## src/rtl/dds_cfg_pkg.sv

```systemverilog
// -----------------------------------------------------------------------------
// dds_cfg_pkg
// Shared types for the chirp DDS configuration path: FSM state encoding,
// default word widths, the freq/step/rate parameter triple and the two-way
// arbitration helper used by dds_cfg_arb.
// -----------------------------------------------------------------------------
package dds_cfg_pkg;

    localparam int DDS_W_FREQ_DEF = 48;
    localparam int DDS_W_RATE_DEF = 32;

    typedef enum logic [2:0] {
        IDLE,
        REQ_HI,
        REQ_LO,
        START,
        ABORT
    } state_t;

    // One complete chirp parameter set at the default widths.
    typedef struct packed {
        logic [DDS_W_FREQ_DEF-1:0] freq;
        logic [DDS_W_FREQ_DEF-1:0] step;
        logic [DDS_W_RATE_DEF-1:0] rate;
    } dds_params_t;

    // Winner index for two requesters. `pref` only matters when both are
    // requesting; a lone requester always wins. Result is meaningless when
    // neither requests, so callers must qualify it with req0 | req1.
    function automatic logic arb_pick(input logic req0, input logic req1,
                                      input logic pref);
        if (req0 && req1) begin
            return pref;
        end
        return !req0;
    endfunction

endpackage

```

## src/rtl/sync_ff.sv

```systemverilog
// -----------------------------------------------------------------------------
// sync_ff
// STAGES-deep single-bit synchronizer for bringing a level from another clock
// domain into clk. Cleared by asynchronous active-low reset.
//
// Ports:
//   clk    in   destination clock
//   rst_n  in   asynchronous active-low reset
//   i_d    in   asynchronous level
//   o_q    out  i_d after STAGES flops of clk
// -----------------------------------------------------------------------------
module sync_ff #(
    parameter int STAGES = 2
) (
    input  logic clk,
    input  logic rst_n,
    input  logic i_d,
    output logic o_q
);

    logic [STAGES-1:0] r_sync;

    // NOTE: every clocked register uses non-blocking (<=) assignment so all
    // flops sample their inputs from before the edge, independent of the
    // order in which the simulator evaluates the blocks.
    always_ff @(posedge clk or negedge rst_n) begin
        if (!rst_n) begin
            r_sync <= '0;
        end else begin
            r_sync <= {r_sync[STAGES-2:0], i_d};
        end
    end

    assign o_q = r_sync[STAGES-1];

endmodule

```

## src/rtl/dds_cfg_arb.sv

```systemverilog
// -----------------------------------------------------------------------------
// dds_cfg_arb
// Arbitrates two chirp parameter sources (req0: real-time synchronizer,
// req1: calibration/test) for the single DDS, runs a 4-phase REQ/ACK transfer
// of the captured words into the DDS clock domain and then issues a one-cycle
// DDS_start strobe. Each handshake phase is bounded by TO_CYCLES; on timeout
// REQ is withdrawn and the transfer completes with err=1 and no DDS_start.
//
// Ports:
//   CLK                 in   48 MHz system clock
//   rst_n               in   asynchronous active-low reset
//   req0 / req1         in   level requests, held until done
//   freq0/1, step0/1    in   W_FREQ start frequency / step words
//   rate0/1             in   W_RATE step rate words
//   done0 / done1       out  one-cycle completion pulse per requester
//   err                 out  qualifies done: 1 = transfer timed out
//   busy                out  high in every state except IDLE
//   DDS_freq            out  captured frequency word
//   DDS_delta_freq      out  captured step word
//   DDS_delta_rate      out  captured rate word
//   REQ                 out  handshake request to the DDS domain
//   ACK                 in   asynchronous acknowledge from the DDS domain
//   DDS_start           out  one-cycle start strobe
//
// Build option:
//   DDS_CFG_ARB_RR_EN   defined: two-way round-robin between req0 and req1.
//                       undefined: fixed priority, req0 over req1.
// -----------------------------------------------------------------------------
module dds_cfg_arb
    import dds_cfg_pkg::*;
#(
    parameter int W_FREQ      = DDS_W_FREQ_DEF,
    parameter int W_RATE      = DDS_W_RATE_DEF,
    parameter int SYNC_STAGES = 2,
    parameter int TO_CYCLES   = 1024
) (
    input  logic              CLK,
    input  logic              rst_n,
    input  logic              req0,
    input  logic              req1,
    input  logic [W_FREQ-1:0] freq0,
    input  logic [W_FREQ-1:0] freq1,
    input  logic [W_FREQ-1:0] step0,
    input  logic [W_FREQ-1:0] step1,
    input  logic [W_RATE-1:0] rate0,
    input  logic [W_RATE-1:0] rate1,
    output logic              done0,
    output logic              done1,
    output logic              err,
    output logic              busy,
    output logic [W_FREQ-1:0] DDS_freq,
    output logic [W_FREQ-1:0] DDS_delta_freq,
    output logic [W_RATE-1:0] DDS_delta_rate,
    output logic              REQ,
    input  logic              ACK,
    output logic              DDS_start
);

    localparam int               W_CNT    = $clog2(TO_CYCLES);
    localparam logic [W_CNT-1:0] CNT_LAST = W_CNT'(TO_CYCLES - 1);

    state_t            r_state;
    logic              r_gsel;
    logic [W_CNT-1:0]  r_cnt;
    logic              r_req;
    logic              r_start;
    logic              r_done0;
    logic              r_done1;
    logic              r_err;
    logic              r_busy;
    logic [W_FREQ-1:0] r_freq;
    logic [W_FREQ-1:0] r_step;
    logic [W_RATE-1:0] r_rate;

    logic              w_ack_s;
    logic              w_pref;
    logic              w_win;
    logic              w_done_pulse;

    // ACK is only ever used in its synchronized form.
    sync_ff #(
        .STAGES (SYNC_STAGES)
    ) u_ack_sync (
        .clk   (CLK),
        .rst_n (rst_n),
        .i_d   (ACK),
        .o_q   (w_ack_s)
    );

`ifdef DDS_CFG_ARB_RR_EN
    logic r_ptr;

    // Preference flips to the other requester after every completion,
    // successful or timed out. r_gsel is still the served requester here
    // because no capture happens during a done cycle.
    always_ff @(posedge CLK or negedge rst_n) begin
        if (!rst_n) begin
            r_ptr <= 1'b0;
        end else if (w_done_pulse) begin
            r_ptr <= ~r_gsel;
        end
    end

    assign w_pref = r_ptr;
`else
    assign w_pref = 1'b0;
`endif

    assign w_win        = arb_pick(req0, req1, w_pref);
    assign w_done_pulse = r_done0 | r_done1;

    always_ff @(posedge CLK or negedge rst_n) begin
        if (!rst_n) begin
            r_state <= IDLE;
            r_gsel  <= 1'b0;
            r_cnt   <= '0;
            r_req   <= 1'b0;
            r_start <= 1'b0;
            r_done0 <= 1'b0;
            r_done1 <= 1'b0;
            r_err   <= 1'b0;
            r_busy  <= 1'b0;
            r_freq  <= '0;
            r_step  <= '0;
            r_rate  <= '0;
        end else begin
            // Pulse outputs are low unless the transition below raises them.
            r_start <= 1'b0;
            r_done0 <= 1'b0;
            r_done1 <= 1'b0;
            r_err   <= 1'b0;

            case (r_state)
                IDLE: begin
                    // After an abort the done pulse lands in IDLE; holding off
                    // for that cycle gives the requester the same one-cycle
                    // window to drop req as after a normal START.
                    if ((req0 || req1) && !w_done_pulse) begin
                        r_freq  <= w_win ? freq1 : freq0;
                        r_step  <= w_win ? step1 : step0;
                        r_rate  <= w_win ? rate1 : rate0;
                        r_gsel  <= w_win;
                        r_cnt   <= '0;
                        r_busy  <= 1'b1;
                        r_state <= REQ_HI;
                    end
                end

                REQ_HI: begin
                    // First REQ_HI cycle raises REQ; the timeout then counts
                    // cycles with REQ actually high. Requiring r_req means a
                    // stale high ACK still sees REQ asserted before passing.
                    if (!r_req) begin
                        r_req <= 1'b1;
                    end else if (w_ack_s) begin
                        r_req   <= 1'b0;
                        r_cnt   <= '0;
                        r_state <= REQ_LO;
                    end else if (r_cnt == CNT_LAST) begin
                        r_req   <= 1'b0;
                        r_cnt   <= '0;
                        r_state <= ABORT;
                    end else begin
                        r_cnt <= r_cnt + 1'b1;
                    end
                end

                REQ_LO: begin
                    if (!w_ack_s) begin
                        r_start <= 1'b1;
                        r_done0 <= ~r_gsel;
                        r_done1 <= r_gsel;
                        r_state <= START;
                    end else if (r_cnt == CNT_LAST) begin
                        r_cnt   <= '0;
                        r_state <= ABORT;
                    end else begin
                        r_cnt <= r_cnt + 1'b1;
                    end
                end

                START: begin
                    r_busy  <= 1'b0;
                    r_state <= IDLE;
                end

                ABORT: begin
                    // Completes with err once ACK is low or its own limit runs
                    // out, whichever comes first.
                    if (!w_ack_s || (r_cnt == CNT_LAST)) begin
                        r_done0 <= ~r_gsel;
                        r_done1 <= r_gsel;
                        r_err   <= 1'b1;
                        r_busy  <= 1'b0;
                        r_state <= IDLE;
                    end else begin
                        r_cnt <= r_cnt + 1'b1;
                    end
                end

                default: begin
                    r_req   <= 1'b0;
                    r_busy  <= 1'b0;
                    r_state <= IDLE;
                end
            endcase
        end
    end

    assign REQ            = r_req;
    assign DDS_start      = r_start;
    assign done0          = r_done0;
    assign done1          = r_done1;
    assign err            = r_err;
    assign busy           = r_busy;
    assign DDS_freq       = r_freq;
    assign DDS_delta_freq = r_step;
    assign DDS_delta_rate = r_rate;

endmodule

```

## config.mk

```make
export PLATFORM = sky130hd
export DESIGN_NAME = dds_cfg_arb
export DESIGN_NICKNAME = d
export VERILOG_FILES = /design/src/rtl/dds_cfg_pkg.sv /design/src/rtl/sync_ff.sv /design/src/rtl/dds_cfg_arb.sv
export SDC_FILE = /design/constraint.sdc
export NUM_CORES = 1
export LEC_CHECK = 0
export BUFFER_PORTS_ARGS = -buffer_cell sky130_fd_sc_hd__buf_2
export CAP_MARGIN = 20
export CORE_AREA = 5 5 151 153
export DETAILED_ROUTE_END_ITERATION = 6
export DIE_AREA = 0 0 156 158
export GPL_TIMING_DRIVEN = 0
export HOLD_SLACK_MARGIN = 0.1
export PLACE_DENSITY_LB_ADDON = 0.12
export SYNTH_ARGS = -nofsm -noshare
export SYNTH_HDL_FRONTEND = slang
export SYNTH_SLANG_ARGS = --single-unit
```

## constraint.sdc

```tcl
create_clock -name CLK -period 2.7 [get_ports CLK]
set_clock_uncertainty 0.05 [all_clocks]
set_input_delay 0.54 -clock CLK [delete_from_list [all_inputs] [get_ports CLK]]
set_output_delay 0.54 -clock CLK [all_outputs]
set_load 0.02 [all_outputs]
```

Word level (Yosys, flattened, before mapping). Index checks and enable logic that the tools add are counted.

Equal/unequal tests: 10. Mux-type cells: 37. Bitwise operators: 3. Add/sub/neg operators: 1. Reduce and logical (&&, ||, !) cells: 15.

Operators with widths (number): 2-to-1 mux 48 bit (2); 2-to-1 mux 10 bit (6); case mux 10 bit (4 select lines) (1); 2-to-1 mux 32 bit (1); 2-to-1 mux 3 bit (6); 2-to-1 mux 1 bit (16); case mux 3 bit (4 select lines) (1); adder 10 x 1 -> 10 bit, second input constant (1); equality test 10 bit, second input constant (1); != test 2 bit, second input constant (4); equality test 3 x 2 -> 1 bit, second input constant (2); case mux 1 bit (2 select lines) (3); AND reduction 3 bit (2); AND reduction 5 bit (1); nonzero test 4 bit (1); OR reduction 4 bit (1); equality test 3 x 1 -> 1 bit, second input constant (1); equality test 3 bit, second input constant (1); zero test 1 bit (3); zero test 3 bit (1); case mux 1 bit (3 select lines) (1); logical AND 1 bit (2); logical OR 1 bit (2); != test 2 x 1 -> 1 bit, second input constant (1); 4 further kinds (5).

Bits in registers: 150. Output and inout port bits: 134. Input bits: 261. Word-level logic and storage cells: 79.

Depth between registers and ports, before layout. Gate-level depths: netlist of the first run.

Depth after elaboration: 5. Depth in mapped cells: 8. Depth with buffers taken out: 6.

By module. A second synthesis of the first run with hierarchy kept.

Cell total of the unflattened synthesis: 689. Area total of the unflattened synthesis: 7020.5 um2.

Modules (own cells, without submodules): dds_cfg_arb (times used 1, cells each 687, seq. area each 3703.6 um2, area an instance 6970.4 um2); sync_ff (times used 1, cells each 2, seq. area each 50.0 um2, area an instance 50.0 um2).

Worst setup path after synthesis of the first run. Ideal clock, no wire load.

Kind: reg-to-reg. Start: reg r_cnt[0]. End: reg r_cnt[4]. Required time: 2528 ps. Cell stages (with the launch flop): 7. Arrival: 1731 ps. Clock period less this slack: 1903 ps. Path buffers: 0. Setup slack: 797 ps. Cells stage by stage: dfrtp_1 -> ha_1 -> nand3_2 -> nor4_2 -> nor2_4 -> a211o_1 -> a32o_1.

Word-level cells in the longest chain between the ends: 5. Elaborated cells on any way between the ends: 11. Those cells by class: add/sub: 1; eq/ne: 2; mux: 6; reduce/logical: 2.

Ends and longest elaborated chain: start: declaration (line dds_cfg_arb.sv:64) `logic [W_CNT-1:0] r_cnt;`; start signal: assignment (line dds_cfg_arb.sv:164) `r_cnt <= r_cnt + 1'b1;`; start signal: assignment (line dds_cfg_arb.sv:178) `r_cnt <= r_cnt + 1'b1;`; start signal: assignment (line dds_cfg_arb.sv:197) `r_cnt <= r_cnt + 1'b1;`; adder 10 x 1 -> 10 bit / equality test 10 bit (equally long branches); 2-to-1 mux 10 bit (line dds_cfg_arb.sv:159, dds_cfg_arb.sv:174); 2-to-1 mux 10 bit (line dds_cfg_arb.sv:155) `end else if (w_ack_s) begin`; 2-to-1 mux 10 bit (line dds_cfg_arb.sv:153) `if (!r_req) begin`; case mux 10 bit (4 select lines) (line dds_cfg_arb.sv:133) `case (r_state)`.

Several ways; a longest one is shown, not always the timed one. The select of a mux whose other input is x is not followed. A chain may end at the register's enable or synchronous reset.

Worst setup path after layout of the first run.
Start: reg r_state[0]. End: reg r_freq[46], in the netlist DDS_freq[46].

Word-level cells in the longest chain between the ends: 2.

Ends and longest elaborated chain: start: declaration (line dds_cfg_arb.sv:62) `state_t r_state;`; start signal: assignment (line dds_cfg_arb.sv:114) `r_state <= IDLE;`; start signal: assignment (line dds_cfg_arb.sv:145) `r_state <= REQ_HI;`; start signal: assignment (line dds_cfg_arb.sv:158) `r_state <= REQ_LO;`; zero test 3 bit (line dds_cfg_arb.sv:133); AND reduction 2 bit (no source line); end signal: assignment (line dds_cfg_arb.sv:139) `r_freq <= w_win ? freq1 : freq0;`; end: declaration (line dds_cfg_arb.sv:71) `logic [W_FREQ-1:0] r_freq;`.

Every way passes these cells.

==> results of run 1 <==
[state kept, by name, indices dropped and copies added (netlist names), 2 cells and up]
register / count
DDS_delta_freq: 48
DDS_delta_rate: 32
DDS_freq: 48
r_cnt: 10
r_state: 3
u_ack_sync.r_sync: 2
[synthesized netlist by cell type, types with 2 or more instances]
library cell               number  area (µm²)
sky130_fd_sc_hd__o41ai_2        2       32.53
sky130_fd_sc_hd__clkbuf_1      16       60.06
sky130_fd_sc_hd__nand2b_1       2       12.51
sky130_fd_sc_hd__o31ai_2        2       25.02
sky130_fd_sc_hd__buf_4          3       22.52
sky130_fd_sc_hd__nor3_1         3       15.01
sky130_fd_sc_hd__nor2b_1        4       25.02
sky130_fd_sc_hd__buf_2         31       155.2
sky130_fd_sc_hd__o32a_1         2       20.02
sky130_fd_sc_hd__mux2i_1      128        1281
sky130_fd_sc_hd__dfrtp_1      150        3754
sky130_fd_sc_hd__o31ai_1        6       45.04
sky130_fd_sc_hd__nor2_1       146       548.0
sky130_fd_sc_hd__nand2_1        9       33.78
sky130_fd_sc_hd__nor3b_1        3       22.52
sky130_fd_sc_hd__a21oi_1      131       655.6
sky130_fd_sc_hd__or2_1          2       12.51
sky130_fd_sc_hd__o21ai_1        3       15.01
sky130_fd_sc_hd__nand3_1        4       20.02
sky130_fd_sc_hd__a32o_1         4       40.04
sky130_fd_sc_hd__o21ai_0        6       30.03
sky130_fd_sc_hd__a211o_1        4       35.03
[metal layers]
layer	GRT usage [%]	part of all wire, %
met4	5.127	1.3
met3	5.714	8.4
met2	32.48	50
met5	0	0
met1	23.59	40
[worst reg2reg max path, stage by stage (launching register included)]
cell	delay, ps
sky130_fd_sc_hd__dfrtp_1	440
sky130_fd_sc_hd__buf_4	190
sky130_fd_sc_hd__nor2_1	160
sky130_fd_sc_hd__and4b_1	220
sky130_fd_sc_hd__buf_2	170
sky130_fd_sc_hd__buf_2	320
sky130_fd_sc_hd__clkbuf_1	420
sky130_fd_sc_hd__a21oi_1	130
[worst min-delay path by stage]
stage	cells after the start	from	to	slack, ps
6_report	1	rst_n	DDS_delta_freq[39]	70
5_1_grt	1	rst_n	DDS_delta_freq[39]	140
4_1_cts	1	rst_n	DDS_delta_freq[39]	110
2_1_floorplan	0	rst_n	DDS_delta_freq[0]	190
3_5_place_dp	0	u_ack_sync.r_sync[0]	u_ack_sync.r_sync[1]	290
3_3_place_gp	0	u_ack_sync.r_sync[0]	u_ack_sync.r_sync[1]	280
[logic make-up (layout without fill, tap and decap cells)]
family,Yosys count,after routing,synth area share [%]
flip-flops,150,150,53.42
multiplexers,128,128,18.23
adder cells (fa/ha/maj),1,1,0.1780
AO/OA/AOI/OAI,166,166,13.43
buffers and inverters,52,478,3.490
AND/OR/NAND/NOR,184,184,11.25
[layout make-up]
type | instances | share of cell area, %
timing repair buffer | 394 | 19.99
buffer | 51 | 2.413
tap | 280 | 3.501
sequential | 150 | 37.51
multi-input combinational | 479 | 30.26
inverter | 1 | 0.03751
clock buffer | 18 | 4.289
clock inverter | 14 | 2.000
[power by group through the flow]
stage / sequential [mW] / clock (mW) / combinational (mW)
2_1_floorplan: 4.99 / 0 / 1.96
3_3_place_gp: 3.80 / 0 / 5.19
3_5_place_dp: 3.81 / 0 / 5.26
4_1_cts: 3.80 / 2.61 / 5.25
5_1_grt: 3.92 / 2.70 / 5.64
6_report: 3.80 / 2.54 / 5.14
[stage by stage]
step           std cells  instance area (µm²)  setup TNS (ps)  power, mW  util, %
6_report            1387                10010               0      11.48    46.72
5_1_grt             1387                10010               0      12.26    46.72
4_1_cts             1387                10010               0      11.66    46.72
3_5_place_dp        1355                 9378               0      9.063    43.78
3_3_place_gp        1354                 9344         -198610      8.988    43.63
2_1_floorplan        681                 7027               0      6.948        -
[placed cells by master, fill, tap and decap left out, types with 2 or more instances in the layout]
| cell | netlist | routed |
|---|---|---|
| sky130_fd_sc_hd__dfrtp_1 | 150 | 150 |
| sky130_fd_sc_hd__nand3_1 | 4 | 4 |
| sky130_fd_sc_hd__nand2_1 | 9 | 9 |
| sky130_fd_sc_hd__buf_4 | 3 | 3 |
| sky130_fd_sc_hd__clkbuf_16 | 0 | 17 |
| sky130_fd_sc_hd__a211o_1 | 4 | 4 |
| sky130_fd_sc_hd__mux2i_1 | 128 | 128 |
| sky130_fd_sc_hd__a21oi_1 | 131 | 131 |
| sky130_fd_sc_hd__nor3b_1 | 3 | 3 |
| sky130_fd_sc_hd__inv_6 | 0 | 3 |
| sky130_fd_sc_hd__nor2b_1 | 4 | 4 |
| sky130_fd_sc_hd__nor3_1 | 3 | 3 |
| sky130_fd_sc_hd__clkinvlp_4 | 0 | 6 |
| sky130_fd_sc_hd__o31ai_1 | 6 | 6 |
| sky130_fd_sc_hd__nor2_1 | 146 | 146 |
| sky130_fd_sc_hd__buf_2 | 31 | 423 |
| sky130_fd_sc_hd__bufinv_16 | 0 | 4 |
| sky130_fd_sc_hd__o31ai_2 | 2 | 2 |
| sky130_fd_sc_hd__o21ai_1 | 3 | 3 |
| sky130_fd_sc_hd__a32o_1 | 4 | 4 |
| sky130_fd_sc_hd__o41ai_2 | 2 | 2 |
| sky130_fd_sc_hd__nand2b_1 | 2 | 2 |
| sky130_fd_sc_hd__o32a_1 | 2 | 2 |
| sky130_fd_sc_hd__clkbuf_1 | 16 | 17 |
| sky130_fd_sc_hd__or2_1 | 2 | 2 |
| sky130_fd_sc_hd__o21ai_0 | 6 | 6 |
==> results.rst, run 1 <==
.. list-table::
   :header-rows: 1

   * - Metric
     - Value
   * - Path category of the worst min-delay check
     - in2async
   * - Max rail drop VDD
     - 0.4398 mV
   * - Total length of routed wires
     - 24,590 µm
   * - Worst slack at placement
     - 209.8 ps
   * - Max-slew violation total from the final report
     - 0
   * - Prevailing post-synth register cell
     - sky130_fd_sc_hd__dfrtp_1
   * - Cell chain of the critical path
     - buf_4, nor2_1, and4b_1, buf_2, buf_2, clkbuf_1, a21oi_1
   * - Buffering stage count on the worst path with inverters included
     - 4
   * - Maximum single-stage delay on the critical path
     - 440 ps
   * - Clk slew on worst S/H paths
     - 70 ps
   * - Cts hold-fix bufs
     - 0
   * - Wire length per cell
     - 17.73 µm
   * - Int Pwr
     - 6.552 mW
   * - Sw Ratio
     - 42.91%
   * - Net switching component of the power
     - 4.924 mW
   * - Critical path required time
     - 2930 ps
   * - CTS tree
     - built
   * - Final setup slack of the worst path
     - 468.6 ps
   * - Total CTS buffers
     - 17
   * - Worst setup path category
     - reg2reg
   * - Fin. Hold Viols
     - 0
   * - Count of buffers from port buffering
     - 393
   * - Layout Nets
     - 1,356
   * - Part of the power in combinational logic
     - 44.8%
   * - Total overflow reported by the global router
     - 0
   * - Number of distinct library cells after synthesis
     - 42
   * - Length in cells of the worst reg-to-reg path
     - 7
   * - Slew at the pin with the worst max-slew slack
     - 930.4 ps
   * - Reg2reg end
     - DDS_freq[46]
   * - Reported leakage power
     - 5.056 nW
   * - Relative contribution of sequential cells to total power
     - 33.1%
   * - Crit start category
     - flop
   * - Residual antenna-violating net count after detailed routing
     - 0
   * - Core outline area
     - 21,420 µm²
   * - Power per cell area
     - 1147 nW/µm²
   * - CP dominant cell by count
     - sky130_fd_sc_hd__buf_2
   * - Number of violations of the max-capacitance limit
     - 0
   * - Worst r2r src
     - r_state[0]
   * - Critical path depth in cells
     - 7
   * - Net count after synthesis
     - 943
   * - Final cycle utilization of the critical path
     - 82.64%
   * - Floorplan die area
     - 24,650 µm²
   * - Area used by multi-input combinational logic
     - 3028 µm²
   * - Global-route wire length before repair
     - 36,340 µm
   * - Startpoint of the worst setup timing path
     - r_state[0]
   * - Status
     - finished, final reports clean
   * - Initial DRT Pass Iterations
     - 5
   * - Reg-to-reg slack, setup
     - 470 ps
   * - Category of cells accounting for the largest share of critical-path delay
     - buffers and inverters
   * - Post-Syn Area
     - 7027 µm²
   * - Ratio of cells with drive above 1 in the final layout
     - 42.37%
   * - Std cell rows
     - 54
   * - Worst hold slack
     - 69.71 ps
   * - CP endpoint
     - DDS_freq[46]
   * - Detailed router's first-iteration violation count
     - 290
   * - Max Root-Sink Buffers
     - 2
   * - Total DRC errors in the routed layout
     - 0
   * - FF+latch area
     - 3754 µm²
   * - Post CTS Setup Buffer Count
     - 0
   * - Warning count from the yosys run
     - 0
   * - Clock tree root buffer cell
     - sky130_fd_sc_hd__clkbuf_16
   * - Vias after detailed routing
     - 6,520
   * - Share of the yosys chip area belonging to registers
     - 53.42%
   * - Die Y
     - 158 µm
   * - Largest net degree at the start of global routing
     - 78
   * - CP Max Fanout
     - 10
   * - Arrival time reported for the critical path endpoint
     - 2460 ps
   * - Slew Limit Headroom
     - 37.98%
   * - Source-to-sink clock delay at the later pin of the worst-skew pair
     - 410 ps
   * - Starting utilization of the core area
     - 32.81%
   * - Number of global-route vias before repair
     - 6,507
   * - TritonCTS sink count
     - 150
   * - CP endpoint kind
     - flop
   * - Synthesis-stage register bit count
     - 150
   * - Layout fillers
     - 2,078
   * - Drt via density
     - 4.701
   * - Resized cells post-CTS
     - 0
   * - Overall global routing resource usage
     - 19.04%
   * - Count of endpoints failing setup in the final report
     - 0
   * - Detailed Place HPWL
     - 19,280 µm
   * - Minimum clock period after layout
     - 2231 ps
   * - Layout area overhead
     - 42.41%
   * - Die X-Extent
     - 156 µm
   * - Achievable clock frequency
     - 0.4481 GHz
   * - Syn Area/Cell
     - 10.32 µm²
   * - Clock share of power
     - 22.2%
   * - Cell with the biggest individual delay on the critical path
     - sky130_fd_sc_hd__dfrtp_1
   * - Cell count after synthesis
     - 681
   * - Number of antenna violations at the first check in global routing
     - 0
   * - Antenna diode count
     - 0
   * - Unrepaired setup endpoints after global routing
     - no
   * - CTS H-Tree Depth
     - 4
   * - Post-synth EDFFs
     - 0
   * - Async set or reset register ratio after synthesis
     - 100.0%
   * - I/O pin count
     - 395
   * - Final weighted congestion of routability-driven global placement
     - 0.7949
Note: power is estimated with default switching activity, not from simulation.
==> run 2: changes to the inputs <==
==> constraint.sdc (replaced) <==
create_clock -name CLK -period 2.1 [get_ports CLK]
set_clock_uncertainty 0.05 [all_clocks]
set_input_delay 0.42 -clock CLK [delete_from_list [all_inputs] [get_ports CLK]]
set_output_delay 0.42 -clock CLK [all_outputs]
set_load 0.02 [all_outputs]
==> run 2 against run 1 <==
Against the previous run: largest power group unchanged; first-iteration DRC count is 0.69% lower; clock power up 29%; clock-buffer cell count is the same; highest routed layer unchanged; total power increased by 30%; sequential power rose by 29%; sequential share of layout area decreased by 0.56 points; routed wire length grew 0.24%; register-to-register slack lost 350 ps; sequential cell count unchanged; non-clock buffer count up 6; combinational power is 31% higher.
==> results.rst, run 2 (synthesis results as in run 1) <==
.. list-table::
   :header-rows: 1

   * - Metric
     - Value
   * - Status
     - finished, final reports clean
   * - Final cycle utilization of the critical path
     - 94.13% (+11 points)
   * - Clock share of power
     - 21.9% (-0.3 points)
   * - Sw Ratio
     - 42.61% (-0.30 points)
   * - Worst hold slack
     - 249.3 ps (+179.6 ps)
   * - Layout Nets
     - 1,362 (+0.44%)
   * - Cell chain of the critical path
     - nor3b_2, o31ai_2, nor2_4, a211o_1, a32o_1
   * - Most used cells in the layout excluding fill and tap cells
     - sky130_fd_sc_hd__buf_2 (400), sky130_fd_sc_hd__dfrtp_1 (149), sky130_fd_sc_hd__nor2_1 (145)
   * - Max Root-Sink Buffers
     - 2 (unchanged)
   * - CP endpoint kind
     - flop
   * - Wire length per cell
     - 17.69 µm (-0.19%)
   * - Achievable clock frequency
     - 0.5059 GHz (+13%)
   * - Final weighted congestion of routability-driven global placement
     - 0.7949 (unchanged)
   * - Max rail drop VDD
     - 0.5672 mV (+29%)
   * - CP Max Fanout
     - 10 (unchanged)
   * - Detailed Place HPWL
     - 19,280 µm (unchanged)
   * - Slew Limit Headroom
     - 36.58% (-1.4 points)
   * - Std cell rows
     - 54 (unchanged)
   * - Antenna diode count
     - 0 (unchanged)
   * - Global-route wire length before repair
     - 36,460 µm (+0.32%)
   * - Fin. Hold Viols
     - 0 (unchanged)
   * - Min-Delay Startpoint
     - freq1[23]
   * - Total length of routed wires
     - 24,650 µm (+0.24%)
   * - Initial DRT Pass Iterations
     - 4 (-1)
   * - Layout area overhead
     - 44.62%
   * - Cell with the biggest individual delay on the critical path
     - sky130_fd_sc_hd__o31ai_2
   * - Die X-Extent
     - 156 µm (unchanged)
   * - Floorplan die area
     - 24,650 µm² (unchanged)
   * - Reported leakage power
     - 5.097 nW (+0.82%)
   * - Worst setup path category
     - reg2reg
   * - Sum of negative setup slack
     - 0 ps (unchanged)
   * - Slew at the pin with the worst max-slew slack
     - 951.4 ps (+21.00 ps)
   * - Total CTS buffers
     - 17 (unchanged)
   * - Net switching component of the power
     - 6.354 mW (+29%)
   * - Vias after detailed routing
     - 6,526 (+0.092%)
   * - Number of global-route vias before repair
     - 6,528 (+0.32%)
   * - Overall global routing resource usage
     - 19.11% (+0.070 points)
   * - CTS tree
     - built
   * - TritonCTS sink count
     - 150 (unchanged)
   * - Total overflow reported by the global router
     - 0 (unchanged)
   * - Minimum clock period after layout
     - 1977 ps (-254.7 ps)
   * - Total DRC errors in the routed layout
     - 0 (unchanged)
   * - CTS H-Tree Depth
     - 4 (unchanged)
   * - I/O pin count
     - 395 (unchanged)
   * - Critical path required time
     - 2360 ps (-570 ps)
   * - Most common cell after layout, fill and taps aside
     - sky130_fd_sc_hd__buf_2
   * - Arrival time reported for the critical path endpoint
     - 2230 ps (-230 ps)
   * - Source-to-sink clock delay at the later pin of the worst-skew pair
     - 410 ps (about the same)
   * - Clk slew on worst S/H paths
     - 60 ps (about the same)
   * - Clock tree root buffer cell
     - sky130_fd_sc_hd__clkbuf_16
   * - Count of endpoints failing setup in the final report
     - 0 (unchanged)
   * - Largest net degree at the start of global routing
     - 78 (unchanged)
   * - Maximum single-stage delay on the critical path
     - 500 ps (+60 ps)
   * - Die Y
     - 158 µm (unchanged)
   * - Number of violations of the max-capacitance limit
     - 0 (unchanged)
   * - Relative contribution of sequential cells to total power
     - 32.8% (-0.3 points)
   * - Int Pwr
     - 8.558 mW (+31%)
   * - Unrepaired setup endpoints after global routing
     - yes
   * - Startpoint of the worst setup timing path
     - r_state[0]
   * - Path category of the worst min-delay check
     - in2reg
   * - Power per cell area
     - 1467 nW/µm² (+28%)
   * - Residual antenna-violating net count after detailed routing
     - 0 (unchanged)
   * - Core outline area
     - 21,420 µm² (unchanged)
   * - Worst r2r src
     - r_state[0]
   * - Count of buffers from port buffering
     - 393 (unchanged)
   * - Ratio of cells with drive above 1 in the final layout
     - 43.22% (+0.85 points)
   * - Part of the power in combinational logic
     - 45.3% (+0.5 points)
   * - Crit start category
     - flop
   * - Starting utilization of the core area
     - 32.81% (unchanged)
   * - Max-slew violation total from the final report
     - 0 (unchanged)
   * - Detailed router's first-iteration violation count
     - 288 (-0.69%)
   * - Layout fillers
     - 2,069 (-0.43%)
   * - Drt via density
     - 4.685 (-0.34%)
   * - Number of antenna violations at the first check in global routing
     - 0 (unchanged)
## run 2: power groups by stage
stage          registers, mW  logic [mW]  clock network (mW)
2_1_floorplan           6.41        2.52                   0
3_3_place_gp            4.88        6.68                   0
3_5_place_dp            4.90        6.76                   0
4_1_cts                 4.89        6.78                3.36
5_1_grt                 5.04        7.41                3.47
6_report                4.89        6.75                3.27
## run 2: final timing paths
check	slack, ps	depth (start not counted)	endpoint
setup reg to reg	120	5	r_cnt[4]
hold / removal	250	3	DDS_freq[23]
hold reg to reg	300	0	u_ack_sync.r_sync[1]
max in group asynchronous	630	3	r_cnt[6]
setup / recovery	120	5	r_cnt[4]
min in group asynchronous	520	2	DDS_delta_freq[39]
## run 2: final cells by class
cell class / count / area (µm²) / share of cell area [%]
Tap cell: 280 / 350.3 / 3.447
Clock buffer: 18 / 429.2 / 4.223
Buffer: 51 / 310.3 / 3.053
Sequential cell: 150 / 3755 / 36.95
Timing Repair Buffer: 400 / 2051 / 20.18
Inverter: 1 / 3.754 / 0.03694
Clock inverter: 14 / 200.2 / 1.970
Multi-Input combinational cell: 479 / 3063 / 30.14
## run 2: repair_timing
action                                 CTS  global route
gates resized for setup                  9            31
setup endpoints to repair              130           127
pin swaps                                0             3
setup buffers                            0             4
hold buffers                             2             0
endpoints found under the hold margin   74             0
## run 2: critical path, delay by kind of cell (launching register included)
kind               cells  cell delay (ps)
DFF                    1              450
AOI/OAI and AO/OA      3             1010
and+or+nand+nor        2              350
## run 2: per-stage QoR
step / util, % / worst slack (ps) / power (mW) / instances / area (µm²)
finish: 47.45 / 123.3 / 14.91 / 1393 / 10160
global route: 47.45 / -4.964 / 15.92 / 1393 / 10160
CTS: 47.00 / 27.61 / 15.02 / 1389 / 10070
detailed placement: 43.78 / -270.2 / 11.65 / 1355 / 9378
global placement: 43.63 / -1815 / 11.56 / 1354 / 9344
floorplan: - / 197.3 / 8.933 / 681 / 7027
## run 2: metal layers
layer / wire length [µm] / share of wire [%] / global-route usage (%)
met5: 0 / 0 / 0
met4: 335 / 1.4 / 5.127
met2: 12340 / 50 / 32.66
met3: 1994 / 8.1 / 5.714
met1: 9975 / 40 / 23.64
==> run 3: changes to the inputs <==
--- a/config.mk
+++ b/config.mk
@@ -5,11 +5,11 @@
 export SDC_FILE = /design/constraint.sdc
 export NUM_CORES = 1
 export LEC_CHECK = 0
-export BUFFER_PORTS_ARGS = -buffer_cell sky130_fd_sc_hd__buf_2
 export CAP_MARGIN = 20
-export CORE_AREA = 5 5 151 153
+export CORE_AREA = 5 5 152 154
 export DETAILED_ROUTE_END_ITERATION = 6
-export DIE_AREA = 0 0 156 158
+export DIE_AREA = 0 0 157 159
+export DONT_BUFFER_PORTS = 1
 export GPL_TIMING_DRIVEN = 0
 export HOLD_SLACK_MARGIN = 0.1
 export PLACE_DENSITY_LB_ADDON = 0.12
==> run 3 against run 2 <==
Against the previous run: the run now ends with negative hold slack left; total power decreased by 11%; sequential share of layout area rose by 9.4 points; sequential power rose by 40%; design area is 20% lower; die area rose by 1.3%; routed wire length decreased by 6.7%; register-to-register slack got worse by 20 ps; via count decreased by 20%; worst hold slack got worse by 610 ps; non-clock buffer count fell by 395; global-route usage fell by 1.3 points; largest power group is now sequential cells.
==> results.rst, run 3 (synthesis results as in run 1) <==
.. list-table::
   :header-rows: 1

   * - Metric
     - Value
   * - Status
     - finished with violations
   * - Violated checks
     - negative hold slack
   * - Clock tree root buffer cell
     - sky130_fd_sc_hd__clkbuf_16
   * - CTS tree
     - built
   * - Residual antenna-violating net count after detailed routing
     - 0 (unchanged)
   * - Worst slack at placement
     - -244.2 ps (+26.01 ps)
   * - Sw Ratio
     - 45.16% (+2.6 points)
   * - Total CTS buffers
     - 17 (unchanged)
   * - Vias after detailed routing
     - 5,223 (-20%)
   * - Most used cells in the layout excluding fill and tap cells
     - sky130_fd_sc_hd__dfrtp_1 (149), sky130_fd_sc_hd__nor2_1 (145), sky130_fd_sc_hd__a21oi_1 (131)
   * - Count of buffers from port buffering
     - 0 (-100%)
   * - Final cycle utilization of the critical path
     - 95.30% (+1.2 points)
   * - Cts hold-fix bufs
     - 1 (-1)
   * - Count of endpoints failing setup in the final report
     - 0 (unchanged)
   * - Cell area after placement
     - 7377 µm² (-21%)
   * - Slew at the pin with the worst max-slew slack
     - 922.2 ps (-29.12 ps)
   * - Fin. Hold Viols
     - 150 (+150)
   * - Ratio of cells with drive above 1 in the final layout
     - 11.98% (-31 points)
   * - Detailed router's first-iteration violation count
     - 204 (-29%)
   * - Achievable clock frequency
     - 0.4997 GHz (-1.2%)
   * - Source-to-sink clock delay at the later pin of the worst-skew pair
     - 420 ps (about the same)
   * - Number of antenna violations at the first check in global routing
     - 3 (+3)
   * - Layout area overhead
     - 15.24%
   * - Total DRC errors in the routed layout
     - 0 (unchanged)
   * - Critical path required time
     - 2350 ps (about the same)
   * - CTS H-Tree Depth
     - 4 (unchanged)
   * - Non-filler cells in the finished layout
     - 998 (-28%)
   * - Reported leakage power
     - 3.570 nW (-30%)
   * - Most common cell after layout, fill and taps aside
     - sky130_fd_sc_hd__dfrtp_1
   * - Final setup slack of the worst path
     - 98.64 ps (-24.66 ps)
   * - I/O pin count
     - 395 (unchanged)
   * - Slew Limit Headroom
     - 38.52% (+1.9 points)
   * - Detailed Place HPWL
     - 17,770 µm (-7.8%)
   * - Floorplan die area
     - 24,960 µm² (+1.3%)
   * - Unrepaired setup endpoints after global routing
     - yes
   * - Die X-Extent
     - 157 µm (+0.64%)
   * - Relative contribution of sequential cells to total power
     - 51.7% (+19 points)
   * - Total length of routed wires
     - 23,000 µm (-6.7%)
   * - Path category of the worst min-delay check
     - in2async
   * - Area used by multi-input combinational logic
     - 3073 µm² (+0.33%)
   * - Worst r2r src
     - r_state[1]
   * - Placed Cells incl. Taps
     - 961 (-29%)
   * - Cell chain of the critical path
     - clkbuf_1, o32a_1, buf_2, a211o_1, a32o_1
   * - Largest net degree at the start of global routing
     - 151 (+94%)
   * - Crit start category
     - flop
   * - Int Pwr
     - 7.254 mW (-15%)
   * - FF+latch area
     - 3755 µm² (unchanged)
   * - Max Root-Sink Buffers
     - 2 (unchanged)
   * - Final weighted congestion of routability-driven global placement
     - 0.8447 (+6.3%)
   * - Arrival time reported for the critical path endpoint
     - 2250 ps (+20 ps)
   * - Antenna diode count
     - 0 (unchanged)
   * - CP Max Fanout
     - 10 (unchanged)
   * - Worst setup path category
     - reg2reg
   * - Cell with the biggest individual delay on the critical path
     - sky130_fd_sc_hd__dfrtp_1
   * - Layout fillers
     - 2,141 (+3.5%)
   * - Max-slew violation total from the final report
     - 0 (unchanged)
   * - TritonCTS sink count
     - 150 (unchanged)
   * - Worst hold slack
     - -364.6 ps (-613.9 ps)
   * - Reg2reg end
     - r_cnt[9]
   * - Net switching component of the power
     - 5.974 mW (-6.0%)
   * - Max rail drop VDD
     - 0.5923 mV (+4.4%)
   * - Clk slew on worst S/H paths
     - 70 ps (about the same)
   * - Total overflow reported by the global router
     - 0 (unchanged)
   * - Std cell rows
     - 54 (unchanged)
   * - Wire length per cell
     - 23.05 µm (+30%)
   * - Minimum clock period after layout
     - 2001 ps (+24.66 ps)
   * - Layout Nets
     - 967 (-29%)
   * - Reg-to-reg slack, setup
     - 100 ps (-20 ps)
   * - Number of violations of the max-capacitance limit
     - 0 (unchanged)
   * - Drt via density
     - 5.233 (+12%)
   * - Starting utilization of the core area
     - 32.60% (-0.21 points)
   * - Maximum single-stage delay on the critical path
     - 470 ps (-30 ps)
   * - Overall global routing resource usage
     - 17.81% (-1.3 points)
   * - CP endpoint kind
     - flop
   * - Final Util
     - 37.57% (-9.9 points)
   * - Global-route wire length before repair
     - 34,110 µm (-6.5%)
   * - Core outline area
     - 21,550 µm² (+0.63%)
   * - Length in cells of the worst reg-to-reg path
     - 5 (unchanged)
   * - Clock share of power
     - 22.9% (+1.0 points)
   * - Part of the power in combinational logic
     - 25.4% (-20 points)
   * - Number of global-route vias before repair
     - 5,726 (-12%)
   * - Power per cell area
     - 1634 nW/µm² (+11%)
   * - Initial DRT Pass Iterations
     - 5 (+1)
   * - Die Y
     - 159 µm (+0.63%)
   * - Cell area after layout
     - 8098 µm² (-20%)
-- run 3: worst max-delay path by stage --
stage	depth (start not counted)	startpoint	slack, ps	end
2_1_floorplan	6	r_cnt[0]	200	r_cnt[4]
3_3_place_gp	5	req0	-170	DDS_freq[19]
5_1_grt	8	r_state[2]	-3	DDS_freq[45]
6_report	5	r_state[1]	100	r_cnt[9]
3_5_place_dp	5	req0	-240	DDS_freq[31]
4_1_cts	8	r_cnt[1]	30	r_cnt[9]
-- run 3: layer usage --
metal | vias to the layer above | wire length [µm] | track usage, %
li1 | 2432 | - | -
met1 | 2498 | 8650 | 20.00
met2 | 262 | 12000 | 32.10
met3 | 25 | 1981 | 5.762
met4 | 6 | 312 | 4.931
met5 | - | 55 | 0
-- run 3: area by class of cell --
type / count / area share (%)
tap: 280 / 4.326
clock inverter: 13 / 1.715
timing repair buffer: 5 / 0.4944
buffer: 51 / 3.631
inverter: 1 / 0.04635
clock buffer: 19 / 5.470
sequential: 150 / 46.37
multi-input combinational: 479 / 37.95
-- run 3: timing repair --
action                                 CTS  global route
endpoints found under the hold margin  151           150
gates resized for setup                  8            27
setup buffers                            1             3
setup endpoints to repair              124           135
pin swaps                                0             2
-- run 3: worst max-delay path, delay by kind of cell, from the launching register on --
family	cells	cell delay, ps
compound gates	3	910
buf+inv	2	460
flops	1	470
-- run 3: power groups by stage --
| stage | Combinational (mW) | Clock (mW) | Sequential, mW |
|---|---|---|---|
| finish | 3.36 | 3.03 | 6.83 |
| global route | 3.86 | 3.24 | 7.01 |
| CTS | 3.32 | 3.13 | 6.90 |
| detailed placement | 3.30 | 0 | 6.92 |
| global placement | 3.15 | 0 | 6.94 |
| floorplan | 2.52 | 0 | 6.41 |
-- run 3: per-stage QoR --
step                power [mW]  setup TNS [ps]  hold slack (ps)
CTS                      13.35               0           -391.3
global route             14.11          -3.072           -395.6
floorplan                8.933               0            74.41
global placement         10.09           -3572            78.25
finish                   13.23               0           -364.6
detailed placement       10.22           -6793            78.21
